**src/rtl/ppm_pkg.sv**
```systemverilog
// ppm_pkg: shared widths, typedefs and helpers for the multi-channel PPM generator.
package ppm_pkg;
   localparam int DEF_CNT_W = 16;
   typedef logic [DEF_CNT_W-1:0] cnt_t;
   typedef logic [3:0] ch_idx_t;
   localparam cnt_t FRAME_MAX = '1;
   function automatic int ch_w(input int n);
      return n > 1 ? $clog2(n) : 1;
   endfunction
endpackage

```
**src/rtl/ppm_channel.sv**
```systemverilog
// ppm_channel: one output channel with double-buffered code, boundary apply and registered compare.
module ppm_channel
   import ppm_pkg::*;
#(
   parameter int CNT_W = DEF_CNT_W
) (
   input  logic             CLK,
   input  logic             RST,
   input  logic             bnd,
   input  logic             wr,
   input  logic [CNT_W-1:0] code,
   input  logic [CNT_W-1:0] cnt_nxt,
   input  logic             en,
   output logic             ppm,
   output logic             pending
);
   logic [CNT_W-1:0] shadow, active, active_nxt;
   // a write landing on the boundary goes straight to active, skipping the shadow
   assign active_nxt = bnd ? (wr ? code : pending ? shadow : active) : active;
   always_ff @(posedge CLK) begin
      if (RST) begin
         shadow  <= '0;
         active  <= '0;
         pending <= 1'b0;
         ppm     <= 1'b0;
      end else begin
         active  <= active_nxt;
         pending <= bnd ? 1'b0 : (wr | pending);
         if (wr && !bnd) shadow <= code;
         ppm <= en && active_nxt != '0 && cnt_nxt < active_nxt;
      end
   end
endmodule

```
**src/rtl/multi_ppm_gen.sv**
```systemverilog
// multi_ppm_gen: shared frame counter driving N_CH PPM outputs.
// Define PPM_CENTER_ALIGN_EN for an up-down counter with centre-aligned pulses.
module multi_ppm_gen
   import ppm_pkg::*;
#(
   parameter int N_CH  = 4,
   parameter int CNT_W = DEF_CNT_W,
   parameter int CH_W  = ch_w(N_CH)
) (
   input  logic             CLK,
   input  logic             RST,
   input  logic [CNT_W-1:0] PERIOD,
   input  logic [CNT_W-1:0] CODE,
   input  logic [CH_W-1:0]  CH,
   input  logic             VALID,
   output logic [N_CH-1:0]  PPM,
   output logic             FRAME,
   output logic [N_CH-1:0]  PENDING
);
   logic [CNT_W-1:0] cnt, cnt_nxt, period_act, period_nxt;
   logic             bnd, en;
   logic [N_CH-1:0]  wr;
   assign period_nxt = bnd ? PERIOD : period_act;
`ifdef PPM_CENTER_ALIGN_EN
   logic up;
   // the turning point only counts as a boundary on the up-count
   assign bnd     = up && cnt == period_act;
   assign cnt_nxt = (up && !bnd) ? cnt + 1'b1 : (cnt == '0 ? '0 : cnt - 1'b1);
   assign en      = period_nxt != '0;
   always_ff @(posedge CLK)
      up <= RST | (cnt_nxt == '0) | (up & !bnd);
`else
   assign bnd     = cnt == period_act;
   assign cnt_nxt = bnd ? '0 : cnt + 1'b1;
   assign en      = 1'b1;
`endif
   always_ff @(posedge CLK) begin
      if (RST) begin
         cnt        <= '0;
         period_act <= '0;
         FRAME      <= 1'b0;
      end else begin
         cnt        <= cnt_nxt;
         period_act <= period_nxt;
         FRAME      <= bnd;
      end
   end
   for (genvar k = 0; k < N_CH; k++) begin : g_ch
      assign wr[k] = VALID && CH == CH_W'(k);
      ppm_channel #(.CNT_W(CNT_W)) u_ch (
         .CLK     (CLK),
         .RST     (RST),
         .bnd     (bnd),
         .wr      (wr[k]),
         .code    (CODE),
         .cnt_nxt (cnt_nxt),
         .en      (en),
         .ppm     (PPM[k]),
         .pending (PENDING[k])
      );
   end
endmodule

```
**config.mk**
```make
export PLATFORM = sky130hd
export DESIGN_NAME = multi_ppm_gen
export DESIGN_NICKNAME = d
export VERILOG_FILES = /design/src/rtl/ppm_pkg.sv /design/src/rtl/ppm_channel.sv /design/src/rtl/multi_ppm_gen.sv
export SDC_FILE = /design/constraint.sdc
export NUM_CORES = 1
export LEC_CHECK = 0
export BUFFER_PORTS_ARGS = -buffer_cell sky130_fd_sc_hd__buf_2
export CAP_MARGIN = 20
export CORE_ASPECT_RATIO = 1.75
export CORE_MARGIN = 2
export CORE_UTILIZATION = 56
export CTS_CLUSTER_DIAMETER = 30
export DETAILED_ROUTE_END_ITERATION = 6
export GPL_TIMING_DRIVEN = 0
export PLACE_DENSITY = 0.77
export REMOVE_ABC_BUFFERS = 1
export SYNTH_ARGS = -nofsm -noshare
export SYNTH_HDL_FRONTEND = slang
export SYNTH_SLANG_ARGS = --single-unit
export TNS_END_PERCENT = 100
```
**constraint.sdc**
```tcl
create_clock -name CLK -period 3.5 [get_ports CLK]
set_input_delay 0.525 -clock CLK [delete_from_list [all_inputs] [get_ports CLK]]
set_output_delay 0.525 -clock CLK [all_outputs]
set_load 0.005 [all_outputs]
```
* Yosys cells after proc, flatten, opt, wreduce, memory -nomap -nowiden
Cells that the tools add are included.
Cells by class: div/mod/pow operators 0, order comparisons 4, bitwise logic cells 4, eq/ne operators 4, shift-type cells 0, reductions and logical operators 19, multiply operators 0, add/subtract/negate cells 1, mux-type cells 13
Operator list (number):
- $mux W16 | 13
- $lt A16 B16 Y1 | 4
- $reduce_bool A16 Y1 | 4
- $add A16 B1 Y16 const B | 1
- $eq A16 B16 Y1 | 1
- $logic_and A1 B1 Y1 | 12
- $eq A2 B2 Y1 const B | 2
- $or A1 B1 Y1 | 4
- $eq A2 B1 Y1 const B | 1
- $logic_not A2 Y1 | 1
- $reduce_or A2 Y1 | 1
- $logic_not A1 Y1 | 1
Storage, ports and cells: latch bits 0, register bits 169, memory bits (writable) 0, ROM bits 0, memories kept 0, input port bits 37, output and inout port bits 9, word-level logic and storage cells 64

* Depth between registers and ports, before layout
Gate-level depths: netlist of run 1.
depth after elaboration 6, depth in mapped cells 17, gate-level depth less buffers 14

* By module
A second synthesis of run 1 with hierarchy kept.
Second synthesis, totals: cell total of the unflattened synthesis 1055, area, all modules 8902.3 um^2
Modules (own cells, without submodules):
- ppm_channel (g_ch[0].u_ch ...) | times used 3, sequential area each 680.7 um^2, area each 1779.2 um^2, cells each 215
- ppm_channel (g_ch[3].u_ch) | times used 1, sequential area each 680.7 um^2, area each 1805.5 um^2, cells each 214
- multi_ppm_gen | times used 1, sequential area each 660.6 um^2, area each 1759.2 um^2, cells each 196

* Least setup slack after synthesis of run 1
OpenSTA, ideal clock, no wires.
path type register to register, start register cnt[0], end register g_ch[1].u_ch.ppm, data arrival time 3334 ps, path buffers 5, library setup time 60 ps, period minus slack after synthesis 3394 ps, stages on the path, launching flop included 18, setup slack 106 ps, required time 3440 ps, path through dfxtp_1 -> buf_2 -> xor2_1 -> nor4_4 -> and4_1 -> buf_6 -> buf_4 -> buf_2 -> buf_2 -> nor2_1 -> ha_1 -> a21o_1 -> a21o_1 -> a21oi_1 -> nor2_1 -> a2111oi_0 -> o2bb2ai_1 -> and3b_1
Between the ends: longest elaborated chain between the ends 4, elaborated cells between the ends (all ways) 7, those cells by class add/sub: 1; order compare: 1; eq/ne: 1; mux: 2; reduce/logical: 2
Ends and longest elaborated chain:
- start, declared | line multi_ppm_gen.sv:20 | logic [CNT_W-1:0] cnt, cnt_nxt, period_act, period_nxt;
- start signal, assigned | line multi_ppm_gen.sv:43 | cnt <= cnt_nxt;
- $add A16 B1 Y16 / $eq A16 B16 Y1 (equally long branches) | line multi_ppm_gen.sv:34, multi_ppm_gen.sv:33
- $mux W16 (*) | line multi_ppm_gen.sv:34 | assign cnt_nxt = bnd ? '0 : cnt + 1'b1;
- via cnt_nxt[9] | line multi_ppm_gen.sv:20
- $lt A16 B16 Y1 (*) | line ppm_channel.sv:30 | ppm <= en && active_nxt != '0 && cnt_nxt < active_nxt;
- $logic_and A1 B1 Y1 (*) | line ppm_channel.sv:30
- end signal, assigned | line ppm_channel.sv:30
- end, declared | line ppm_channel.sv:14 | output logic ppm,
The timed path passes the listed nets; every way through them passes the cells marked *. A chain may end at the register's enable or synchronous reset.

* Worst setup path in the final report of run 1
start register cnt[11], end register g_ch[1].u_ch.ppm
Between the ends: longest elaborated chain between the ends 4, elaborated cells between the ends (all ways) 7, those cells by class add/sub: 1; order compare: 1; eq/ne: 1; mux: 2; reduce/logical: 2
Ends and longest elaborated chain (line):
- $add A16 B1 Y16 / $eq A16 B16 Y1 (equally long branches) | multi_ppm_gen.sv:34, multi_ppm_gen.sv:33
- $mux W16 (on tied branches) | multi_ppm_gen.sv:34, ppm_channel.sv:19
- $lt A16 B16 Y1 / $reduce_bool A16 Y1 (equally long branches) | ppm_channel.sv:30
- $logic_and A1 B1 Y1 (*) | ppm_channel.sv:30
Mark *: on every way between the ends. The rest lies on a longest branch, timed or not.

==> results.json, run 1 <==
{
  "hold_viol": 0,
  "p_leak_uw": 0.003952,
  "critPathLaunchType": "flop",
  "die_width_um": 97.87,
  "via_per_inst": 6.295,
  "vdd_drop_max_mv": 0.4540,
  "arrival_ps": 3760,
  "clock_path_buffers": 2,
  "switching_share_pct": 41.80,
  "clockRootBuffer": "clkbuf_16",
  "grt_max_degree": 79,
  "finClkSkew_ps": 13.81,
  "crit_slowest_cell": "dfxtp_1",
  "cts_tree": "done",
  "setup_viol": 0,
  "antennaDiodeCount": 0,
  "finalCritPeriodShare_pct": 97.07,
  "synth-seq-cells": 169,
  "drtIter0Drc": 740,
  "io_buffers": 45,
  "cap_viol_max_count": 0,
  "initial_core_util_pct": 56.66,
  "cts.sinks": 169,
  "yosys.area.top_type": "dfxtp_1",
  "synth.area.top_cells": "dfxtp_1, nand2_1, ha_1",
  "netlist_instances": 1116,
  "ys_async_sr_fraction_pct": 0,
  "crit_required_ps": 3860,
  "netlist_area_um2": 8635,
  "drc_errors": 0,
  "hold_path.class": "primary input to flop",
  "utilization_pct": 64.07,
  "yosys.cell_count.top_type": "nand2_1",
  "grt_overflow": 0,
  "grt_pass1_vias": 7792,
  "yosys_most_used_dff": "dfxtp_1",
  "area_growth_pct": 13.09,
  "wl_um": 26150,
  "power_frac_clock_pct": 21.7,
  "grt_usage_pct": 31.03,
  "fin_hold_ws_ps": 330.9,
  "via_count": 8398,
  "p_int_uw": 4985,
  "drive_gt1_share_pct": 12.72,
  "ant_nets": 0,
  "cts_buffers": 17,
  "synth_warnings": 0,
  "syn_avg_cell_area_um2": 7.737,
  "netlist.area_leader.share_pct": 39.18,
  "p_sw_uw": 3580,
  "synth_common_cells": "nand2_1, dfxtp_1, nor2_1",
  "grt_first_pass_wirelength_um": 40500,
  "yosysSeqAreaShare_pct": 39.18,
  "gp_congestion": 0.8589,
  "post-route-min-period_ps": 3397,
  "antenna_found_initial": 1,
  "worst_pin_slew_ps": 1035,
  "status": "finished clean",
  "timing.final.ws_setup_ps": 102.6,
  "die_area_um2": 16470,
  "slew_violations": 0,
  "synth_edf_count": 0,
  "path_common_cell": "a21o_1",
  "p_comb_share_pct": 49.4,
  "hpwlAfterDp_um": 17050,
  "relSlewSlack_pct": 30.76,
  "seqPwrFrac_pct": 28.9,
  "synth_cell_type_count": 56,
  "fin_nets": 1234,
  "cts.htree.levels": 4,
  "dp_cells": 1267,
  "wl_per_cell_um": 19.60,
  "drtPass1Iterations": 6,
  "clock_latency_ps": 430,
  "cp_max_fo": 34,
  "placed_area_um2": 8768,
  "cp_slowest_stage_delay_ps": 430,
  "crit_chain": "xor2_1 -> nor4_4 -> buf_4 -> and4_4 -> buf_16 -> nand2_1 -> o21ai_1 -> ha_1 -> a21o_1 -> a21o_1 -> a21oi_1 -> nor2_1 -> a2111oi_2 -> o2bb2ai_1 -> and3b_1",
  "num_rows": 60,
  "pwr_density_cell_nw_per_um2": 877.1,
  "io_pins": 46,
  "setup.worst_path.class": "flop to flop",
  "finalNonFillerCells": 1334,
  "layout.cell_area.non_filler_um2": 9764,
  "postCtsHoldBufs": 0,
  "max_clock_freq_mhz": 294.3,
  "clkTransAtPathRegs_ps": 70,
  "die-height_um": 168.3,
  "dp_slack_ps": -854.3,
  "coreArea_um2": 15240,
  "endpoint_kind": "flop"
}
[registers in the layout, summed over array words and instances, names as in the netlist]
name	flops
g_ch.u_ch.pending	4
period_act	16
g_ch.u_ch.shadow	64
cnt	16
g_ch.u_ch.active	64
g_ch.u_ch.ppm	4
FRAME	1
[power groups by stage]
stage / Clock [uW] / Combinational (uW) / Sequential (uW)
global route: 1960 / 4610 / 2510
finish: 1860 / 4230 / 2480
floorplan: 0 / 3570 / 2700
global placement: 0 / 3490 / 2580
detailed placement: 0 / 3390 / 2500
CTS: 1880 / 3920 / 2460
[per-layer routing]
metal	vias to the layer above	track usage, %	routed length [um]
met5	-	0	7
met4	2	17.69	1670
met3	124	4.483	1771
met2	450	52.47	12720
met1	3851	37.36	9981
li1	3971	-	-
[through the flow]
stage          power (uW)  setup TNS [ps]
2_1_floorplan        6262          -31090
3_3_place_gp         6071         -256550
3_5_place_dp         5892           -2981
4_1_cts              8263               0
5_1_grt              9079          -70.90
6_report             8564               0
[repair_timing]
action	in CTS	in global routing
cloned	4	2
buffers inserted	13	16
pin swaps	9	8
resized for setup	7	22
setup endpoints to repair	4	4
[cell usage in the layout (no fill, tap or decap), drive strengths merged, types with 26 or more instances in the layout]
master | Yosys | final
xor2 | 26 | 26
nor4 | 31 | 31
a21oi | 99 | 99
ha | 61 | 61
nor2 | 132 | 132
o22ai | 60 | 60
buf | 46 | 77
o21ai | 77 | 77
dfxtp | 169 | 169
nand2 | 245 | 245
[layout make-up]
class / count / area, um2
fillers: 1372 / 5475
multi-input cells: 864 / 4961
flip-flops and latches: 169 / 3391
repair buffers: 78 / 580.6
clock buffers: 18 / 439.2
well taps: 186 / 232.7
clock inverters: 13 / 137.6
inverters: 6 / 22.52
[final timing paths]
check                                                          from                             endpoint  slack (ps)  depth (start not counted)
worst max-delay path                             cnt[11]$_SDFF_PP0_          g_ch[1].u_ch.ppm$_SDFF_PP0_         100                         15
worst min-delay path                                     PERIOD[12]          period_act[12]$_SDFFE_PP0N_         330                          3
worst max register to register                   cnt[11]$_SDFF_PP0_          g_ch[1].u_ch.ppm$_SDFF_PP0_         100                         15
worst min register to register  g_ch[0].u_ch.shadow[0]$_SDFFE_PP0P_  g_ch[0].u_ch.shadow[0]$_SDFFE_PP0P_         460                          2
[critical path: cells and delay by family, from the launching register on]
family          cells  cell delay, ps
flops               1             430
simple gates        5            1000
buf+inv             2             370
fa+ha+maj           1             280
xor+xnor            1             130
compound gates      6            1110
[logic make-up after synthesis]
| logic type | after synthesis | share of synthesized area [%] |
|---|---|---|
| compound gates | 286 | 19.19 |
| xor+xnor | 30 | 3.043 |
| fa+ha+maj | 61 | 8.839 |
| buf+inv | 88 | 4.753 |
| flops | 169 | 39.18 |
| mux | 2 | 0.2463 |
| simple gates | 480 | 24.75 |
Note: power is estimated with default switching activity, not from simulation.
==> run 2, diff against run 1 <==
Settings changed: CORE_ASPECT_RATIO 1.75 to 0.6.
==> run 2 against run 1 <==
Against the previous run: first-iteration DRC count rose by 34%; via count up 0.79%; sequential power is essentially flat; clock power increased by 2%; sequential share of layout area shrank 0.10 points; clock skew is 4.6 ps lower; largest power group unchanged; highest routed layer unchanged.
==> results.json, run 2 (same netlist as run 1, synthesis figures left out) <==
{
  "status": "finished clean",
  "hp-start": "PERIOD[9]",
  "critPathLaunchType": "flop",
  "relSlewSlack_pct": 29.37,
  "area_growth_pct": 13.55,
  "arrival_ps": 3780,
  "dp_slack_ps": -938.0,
  "drtIter0Drc": 994,
  "post-route-min-period_ps": 3409,
  "via_count": 8464,
  "n_fill_cell": 1331,
  "crit_buf_inv": 4,
  "cap_viol_max_count": 0,
  "postCtsHoldBufs": 0,
  "initial_core_util_pct": 56.82,
  "ant_nets": 0,
  "p_total_uw": 8588,
  "fin_nets": 1228,
  "hpwlAfterDp_um": 17450,
  "final_cell_mix": "nand2_1, dfxtp_1, nor2_1, a21oi_1, ha_1",
  "die-height_um": 100.2,
  "wl_per_cell_um": 19.82,
  "grt_first_pass_wirelength_um": 41080,
  "rr_worst_depth": 15,
  "drive_gt1_share_pct": 13.74,
  "cts_tree": "done",
  "clock_latency_ps": 440,
  "crit_slowest_cell": "dfxtp_4",
  "drc_errors": 0,
  "grt_overflow": 0,
  "cts.sinks": 169,
  "r2r_end": "g_ch[2].u_ch.ppm$_SDFF_PP0_",
  "num_rows": 35,
  "pwr_density_cell_nw_per_um2": 876.0,
  "placed_area_um2": 8790,
  "layout.cell_area.non_filler_um2": 9804,
  "antenna_found_initial": 1,
  "vdd_drop_max_mv": 0.4417,
  "coreArea_um2": 15200,
  "crit_start": "cnt[0]$_SDFF_PP0_",
  "clock_path_buffers": 2,
  "grt_pass1_vias": 7728,
  "die_width_um": 164.3,
  "endpoint_kind": "flop",
  "crit_required_ps": 3870,
  "slew_violations": 0,
  "worst_pin_slew_ps": 1056,
  "timing.final.ws_setup_ps": 90.71,
  "gp_congestion": 0.9425,
  "finClkSkew_ps": 9.182,
  "cp_max_fo": 10,
  "hold_path.class": "primary input to flop",
  "die_area_um2": 16460,
  "crit_chain": "xor2_1 -> nor4_4 -> buf_6 -> nand4_4 -> buf_6 -> buf_4 -> nor2_4 -> buf_4 -> o21ai_0 -> ha_1 -> a21o_1 -> a21oi_1 -> nor2_1 -> a2111oi_2 -> o2111a_1",
  "max_clock_freq_mhz": 293.3,
  "setup.worst_path.class": "flop to flop",
  "reg2reg_from": "cnt[0]$_SDFF_PP0_",
  "via_per_inst": 6.284,
  "clockRootBuffer": "clkbuf_16",
  "cp_top_family": "compound AO/OA/AOI/OAI gates",
  "io_buffers": 45,
  "wl_um": 26700,
  "r2r_slack_ps": 90,
  "io_pins": 46,
  "finalCritPeriodShare_pct": 97.41,
  "hold_viol": 0,
  "fin_hold_ws_ps": 318.6,
  "cts_buffers": 17,
  "setup_viol": 0,
  "drtPass1Iterations": 5,
  "min_to": "period_act[9]$_SDFFE_PP0N_",
  "grt_max_degree": 89,
  "cts.htree.levels": 4,
  "grt_usage_pct": 32.49,
  "final_common_cell": "nand2_1",
  "p_leak_uw": 0.003948,
  "reg_top3": "g_ch.u_ch.active: 64 flops, g_ch.u_ch.shadow: 64 flops",
  "clkTransAtPathRegs_ps": 70,
  "cp_slowest_stage_delay_ps": 400,
  "min_path_cells": 3
}
run 2: cell types whose count changed in the layout (fill, tap and decap cells not counted), sizes merged:
cell and change:
nand3b -2, bufbuf -1, nor2 +1, inv +2, buf -5, diode +1
run 2: layer usage:
layer	GRT usage (%)	share of wire, %
met1	47.03	43
met5	0	0.060
met4	10.32	1.9
met2	48.60	43
met3	6.529	12
run 2: through the flow:
| step | instances | utilization (%) | TNS [ps] |
|---|---|---|---|
| 6_report | 1347 | 64.52 | 0 |
| 5_1_grt | 1346 | 64.50 | -47.49 |
| 4_1_cts | 1337 | 63.04 | 0 |
| 3_5_place_dp | 1284 | 57.84 | -3065 |
| 3_3_place_gp | 1282 | 57.42 | -271290 |
| 2_1_floorplan | 1034 | - | -31090 |
run 2: area by class of cell:
type | instances | area [um2] | share of cell area, %
well taps | 203 | 254.0 | 2.591
inverters | 6 | 22.52 | 0.2297
diodes | 1 | 2.502 | 0.02552
flip-flops and latches | 169 | 3395 | 34.62
multi-input cells | 863 | 5036 | 51.37
clock buffers | 17 | 425.4 | 4.339
repair buffers | 73 | 510.5 | 5.207
clock inverters | 15 | 158.9 | 1.621
run 2: worst min-delay path, stage by stage:
cell and delay (ps):
buf_2 90, nand2_1 40, a21oi_1 50
run 2: timing repair:
action	CTS	global route
hold endpoints to repair	0	0
pin swaps	9	6
buffers inserted	18	5
gates cloned	3	2
setup endpoints to repair	4	4
resized for setup	9	41
run 2: worst max path at each step:
stage	endpoint	cells past startpoint
final	g_ch[2].u_ch.ppm$_SDFF_PP0_	15
after global routing	g_ch[2].u_ch.ppm$_SDFF_PP0_	15
after CTS	g_ch[0].u_ch.ppm$_SDFF_PP0_	14
after detailed placement	g_ch[1].u_ch.ppm$_SDFF_PP0_	13
after global placement	g_ch[1].u_ch.ppm$_SDFF_PP0_	12
after floorplan	g_ch[1].u_ch.ppm$_SDFF_PP0_	12
run 2: power by group:
| group | internal (uW) | switching (uW) |
|---|---|---|
| logic | 1620 | 2590 |
| clock network | 1010 | 889 |
| registers | 2250 | 225 |
